`src/rtl/multicycle_controller.sv`:
```
// multicycle_controller: FSM sequencing a multicycle MIPS-style datapath.
// Ports:
//   clk, reset_n            - clock, synchronous active-low reset
//   instr                   - instruction register contents (valid from DECODE)
//   alu_zero, alu_overflow  - ALU status for the current cycle
//   mem_ready               - memory completes the current request this cycle
//   ir_we, pc_we, reg_we    - IR / PC / register-file write enables
//   mem_req, mem_we         - memory request and write strobe
//   pc_src                  - 0=PC+4, 1=branch target, 2=jump target, 3=rs
//   mem_addr_sel            - 0=PC, 1=ALU result
//   alu_src_b               - 0=rt, 1=sign-extended imm, 2=zero-extended imm
//   reg_dst, wb_sel         - 0=rt/1=rd/2=r31 ; 0=ALU/1=mem data/2=PC
//   alu_opcode, alu_funct   - instruction fields latched in DECODE
//   state, illegal          - current state encoding, sticky illegal flag
module multicycle_controller #(
   parameter bit OVF_SUPPRESS = 1'b1
) (
   input  logic        clk,
   input  logic        reset_n,
   input  logic [31:0] instr,
   input  logic        alu_zero,
   input  logic        alu_overflow,
   input  logic        mem_ready,
   output logic        ir_we,
   output logic        pc_we,
   output logic        reg_we,
   output logic        mem_req,
   output logic        mem_we,
   output logic [1:0]  pc_src,
   output logic        mem_addr_sel,
   output logic [1:0]  alu_src_b,
   output logic [1:0]  reg_dst,
   output logic [1:0]  wb_sel,
   output logic [5:0]  alu_opcode,
   output logic [5:0]  alu_funct,
   output logic [3:0]  state,
   output logic        illegal
);
   typedef enum logic [3:0] {
      FETCH = 4'd0, DECODE = 4'd1, EXEC_R = 4'd2, ALU_WB = 4'd3,
      EXEC_I = 4'd4, MEM_ADDR = 4'd5, MEM_RD = 4'd6, MEM_WB = 4'd7,
      MEM_WR = 4'd8, BRANCH = 4'd9, JUMP = 4'd10, JR = 4'd11, HALT = 4'd12
   } state_t;

   state_t     curState, nextState, decodeNext;
   logic [5:0] opReg, functReg;
   logic       illegalReg;
   logic       irWe, pcWe, regWe, memReq, memWe;
   logic       isRType, ovfOp;

   assign isRType = opReg == 6'b000000;
   // Only signed-arithmetic ops trap on overflow; SLT and XORI always write back.
   assign ovfOp   = (isRType && (functReg == 6'b100000 || functReg == 6'b100010)) || opReg == 6'b001000;

   always_ff @(posedge clk) begin
      if (!reset_n) begin
         curState   <= FETCH;
         illegalReg <= 1'b0;
         opReg      <= 6'b000000;
         functReg   <= 6'b100000;
      end else begin
         curState <= nextState;
         if (curState == DECODE) begin
            opReg    <= instr[31:26];
            functReg <= instr[5:0];
         end
         if (nextState == HALT) illegalReg <= 1'b1;
      end
   end

   // Dispatch looks at the live instruction since the latched fields update on the DECODE edge.
   always_comb begin
      decodeNext = HALT;
      case (instr[31:26])
         6'b000000: decodeNext = (instr[5:0] == 6'b100000 || instr[5:0] == 6'b100010 || instr[5:0] == 6'b101010) ? EXEC_R :
                                 (instr[5:0] == 6'b001000) ? JR : HALT;
         6'b001000, 6'b001110: decodeNext = EXEC_I;
         6'b100011, 6'b101011: decodeNext = MEM_ADDR;
         6'b000100, 6'b000101: decodeNext = BRANCH;
         6'b000010, 6'b000011: decodeNext = JUMP;
         default:              decodeNext = HALT;
      endcase
   end

   always_comb begin
      nextState    = curState;
      irWe         = 1'b0;
      pcWe         = 1'b0;
      regWe        = 1'b0;
      memReq       = 1'b0;
      memWe        = 1'b0;
      pc_src       = 2'd0;
      mem_addr_sel = 1'b0;
      alu_src_b    = 2'd0;
      reg_dst      = 2'd0;
      wb_sel       = 2'd0;
      case (curState)
         FETCH: begin
            memReq = 1'b1;
            if (mem_ready) begin
               irWe      = 1'b1;
               pcWe      = 1'b1;
               nextState = DECODE;
            end
         end
         DECODE: nextState = decodeNext;
         EXEC_R: nextState = ALU_WB;
         EXEC_I: begin
            alu_src_b = (opReg == 6'b001110) ? 2'd2 : 2'd1;
            nextState = ALU_WB;
         end
         ALU_WB: begin
            reg_dst   = {1'b0, isRType};
            regWe     = !(OVF_SUPPRESS && alu_overflow && ovfOp);
            nextState = FETCH;
         end
         MEM_ADDR: begin
            alu_src_b = 2'd1;
            nextState = (opReg == 6'b101011) ? MEM_WR : MEM_RD;
         end
         MEM_RD: begin
            memReq       = 1'b1;
            mem_addr_sel = 1'b1;
            if (mem_ready) nextState = MEM_WB;
         end
         MEM_WB: begin
            regWe     = 1'b1;
            wb_sel    = 2'd1;
            nextState = FETCH;
         end
         MEM_WR: begin
            memReq       = 1'b1;
            memWe        = 1'b1;
            mem_addr_sel = 1'b1;
            if (mem_ready) nextState = FETCH;
         end
         BRANCH: begin
            pc_src    = 2'd1;
            // opcode bit 0 distinguishes BNE from BEQ
            pcWe      = opReg[0] ? !alu_zero : alu_zero;
            nextState = FETCH;
         end
         JUMP: begin
            pcWe      = 1'b1;
            pc_src    = 2'd2;
            regWe     = opReg[0];
            reg_dst   = opReg[0] ? 2'd2 : 2'd0;
            wb_sel    = opReg[0] ? 2'd2 : 2'd0;
            nextState = FETCH;
         end
         JR: begin
            pcWe      = 1'b1;
            pc_src    = 2'd3;
            nextState = FETCH;
         end
         HALT:    nextState = HALT;
         default: nextState = HALT;
      endcase
   end

   assign ir_we      = irWe & reset_n;
   assign pc_we      = pcWe & reset_n;
   assign reg_we     = regWe & reset_n;
   assign mem_req    = memReq & reset_n;
   assign mem_we     = memWe & reset_n;
   assign alu_opcode = opReg;
   assign alu_funct  = functReg;
   assign state      = curState;
   assign illegal    = illegalReg;
endmodule

```
`config.mk`:
```
export PLATFORM = sky130hd
export DESIGN_NAME = multicycle_controller
export DESIGN_NICKNAME = d
export VERILOG_FILES = /design/src/rtl/multicycle_controller.sv
export SDC_FILE = /design/constraint.sdc
export NUM_CORES = 1
export LEC_CHECK = 0
export BUFFER_PORTS_ARGS = -buffer_cell sky130_fd_sc_hd__buf_2
export CAP_MARGIN = 20
export CORE_ASPECT_RATIO = 0.8
export CORE_MARGIN = 2
export CORE_UTILIZATION = 45
export DETAILED_ROUTE_END_ITERATION = 8
export GPL_TIMING_DRIVEN = 0
export PLACE_DENSITY = 0.83
export SYNTH_ARGS = -nofsm -noshare
export SYNTH_HDL_FRONTEND = slang
export SYNTH_SLANG_ARGS = --single-unit
```
`constraint.sdc`:
```
create_clock -name clk -period 3.5 [get_ports clk]
set_clock_uncertainty 0.05 [all_clocks]
set_input_delay 0.525 -clock clk [delete_from_list [all_inputs] [get_ports clk]]
set_output_delay 0.525 -clock clk [all_outputs]
set_load 0.01 [all_outputs]
```
==> run_results.csv <==
group,metric,value,unit
yosys,ys_seq_elements,17,
final_layout,final_cells,230,
critical_path,critPathLaunch,"alu_opcode[0]",
flow_run,cap_violations,0,
clocking,cts_tree,"yes",
pwr,cellPowerDensity,378,nW/µm²
critical_path,r2r-end,"state[1]",
global_routing,grt_start_max_net_pins,11,
yosys,yosysTopAreaCell,"dfxtp_1",
timing,hold_ws,406,ps
global_routing,use_met2,0.420,
critical_path,endpoint,"reg_we",
clocking,cts_setup_buffers,0,
timing,maxSlewHeadroom,0.596,
clocking,htree_levels,1,
detailed_routing,wirelength,3020,µm
timing,max_freq,0.424,GHz
place,io_buffers,46,
detailed_routing,vias,1275,
critical_path,r2r-start,"state[2]",
detailed_routing,drc,0,
place,hpwlAfterDp,2470,µm
pwr,cellLeakagePower,0.618,nW
run_status,outcome,"finished, final reports clean",
critical_path,worstSetupPathType,"reg -> out",
floorplanning,ios,68,
pwr,ir_drop,271,µV
yosys,synthTopCellsByCount,"36 x nand2_1, 19 x a21oi_1, 17 x dfxtp_1",
timing,final_hold_viol_count,0,
clocking,cts_buffer_depth,2,
global_routing,met3_usage,0.0531,
critical_path,r2r_slack,1530,ps
clocking,cts_root_buf,"clkbuf_4",
timing,rsz0062_at_grt,"no",
critical_path,worstPathMaxFanout,6,
global_routing,grt-ovfl-total,0,
floorplanning,fp.dieArea,2850,µm²
critical_path,crit_chain,"or3_1 > nor3_1 > nand2_1 > o21ai_0 > a21oi_1 > buf_2",
yosys,syn_area,1100,µm²
yosys,synthTopCellsByArea,"dfxtp_1 31%, nand2_1 12%, a21oi_1 8.7%, nand2b_1 2.8%, nor4_1 2.8%",
clocking,clk_pin_slew,100,ps
detailed_routing,dr.pass1.iters,4,
global_routing,grt_pass1_wl,4830,µm
yosys,yosys.area.top_type_share,0.310,
yosys,ys_warn_count,0,
timing,fin_crit_sh,0.675,
global_routing,grt-busiest-layer,"met2",
yosys,yosysSeqAreaShare,0.310,
final_layout,nets,243,
global_routing,grt_antenna_before_repair,0,
clocking,clock_latency,290,ps
yosys,synth_cell_types,43,
place,dp.cells,226,
floorplanning,initial_core_util,0.492,
timing,tightest_slew,602,ps
global_routing,track_usage,0.222,
clocking,numCtsBuffers,3,
yosys,syn-instance-count,155,
hold_path,hold_class,"in -> reg",
detailed_routing,drtIter0Drc,68,
floorplanning,num_rows,15,
critical_path,cp.required,2920,ps
timing,min_period,2360,ps
floorplanning,fp.dieH,48.2,µm
critical_path,critPathLaunchType,"flip-flop",
critical_path,ff2ff_path_depth,6,
yosys,synth.most_common_cell,"nand2_1",
yosys,synthesis.nets,192,
critical_path,cp-end-kind,"output port",
yosys,synth-main-ff-cell,"dfxtp_1",
detailed_routing,drt-wirelength-per-cell,13.1,µm
critical_path,crit_slowest_cell,"or3_1",
floorplanning,core-area,2230,µm²
yosys,synth-edff-count,0,
clocking,cts_sinks,17,
timing,finalMaxSlewViolations,0,
detailed_routing,post_drt_via_cell_ratio,5.54,
global_routing,grt_pass1_vias,1121,
final_layout,diodes,0,
global_routing,met1_usage,0.264,
yosys,synth_area_per_cell,7.09,µm²
final_layout,area_growth,26.3,%
detailed_routing,final_antenna_net_count,0,
critical_path,worstPathArrival,1790,ps
timing,fin_tns_setup,0,ps
timing,setup_viol,0,
clocking,cts_resized,0,
critical_path,cpPeakStageDelay,430,ps
yosys,synthArstFlopShare,0,
place,place_congestion,0.915,
floorplanning,die_w,59.2,µm
final_layout,drive_above_1_share,0.288,
clocking,cts_hold_buffers,0,
==> cell families (layout without fill, tap and decap cells) <==
family          Yosys count  in the layout  synth area share
compound gates           40             40             0.228
buf+inv                  16             66            0.0672
xor+xnor                  3              3            0.0239
simple gates             79             79             0.371
flops                    17             17             0.310
==> where the power goes <==
part	internal [mW]	switching, mW	leakage [nW]
clock	0.0425	0.0597	0.0177
combinational	0.0750	0.115	0.461
sequential	0.213	0.0186	0.139
total	0.331	0.193	0.618
==> area by class of cell <==
class / instances / area [µm²]
Clock inverter: 1 / 5.00
Fill cell: 229 / 846
Multi-Input combinational cell: 122 / 684
Buffer: 10 / 51.3
Tap cell: 25 / 31.3
Clock buffer: 3 / 22.5
Sequential cell: 17 / 340
Timing Repair Buffer: 46 / 230
Inverter: 6 / 22.5
==> layout by cell type (no fill, tap or decap), types with 2 or more instances in the layout <==
cell	instances
nand2_1	36
clkbuf_1	6
nor2b_1	2
nor3_1	4
o21ai_0	4
xnor2_1	2
nand2b_1	5
or3_1	3
nor4_1	5
a31oi_1	4
a21oi_1	19
buf_2	48
nand3_1	3
inv_1	5
nand4b_1	2
a211oi_1	2
and2_1	2
dfxtp_1	17
clkbuf_4	3
nor2_1	8
==> flip-flops by register name (all words and copies together), names as in the netlist <==
signal      count
illegal         1
alu_funct       6
state           4
alu_opcode      6
==> worst max-delay path, delay by kind of cell (launching register included) <==
family	cells	cell delay, ps
simple gates	3	710
compound gates	2	250
flops	1	390
buf+inv	1	160
==> worst min path at each step <==
| stage | from | endpoint | slack (ps) | depth (start not counted) |
|---|---|---|---|---|
| CTS | reset_n | alu_funct[5] | 400 | 2 |
| finish | reset_n | alu_funct[5] | 410 | 2 |
| floorplan | alu_funct[1] | alu_funct[1] | 430 | 2 |
| global placement | alu_funct[1] | alu_funct[1] | 390 | 2 |
| detailed placement | alu_funct[1] | alu_funct[1] | 400 | 2 |
| global route | reset_n | alu_funct[5] | 390 | 2 |
==> metrics by stage <==
| step | power [mW] | cell area [µm²] | utilization | setup WS (ps) |
|---|---|---|---|---|
| after floorplan | 0.354 | 1100 | - | 1440 |
| after global placement | 0.418 | 1360 | 0.609 | 1350 |
| after detailed placement | 0.424 | 1360 | 0.609 | 1330 |
| after CTS | 0.526 | 1390 | 0.621 | 1120 |
| after global routing | 0.562 | 1390 | 0.621 | 913 |
| final | 0.524 | 1390 | 0.621 | 1140 |
==> layer usage <==
metal  up-vias  wire [µm]
met5         -          0
met4         0          0
met3         0        232
met2        53       1490
met1       572       1300
li1        650          -
Power figures use the tool's default switching activity.
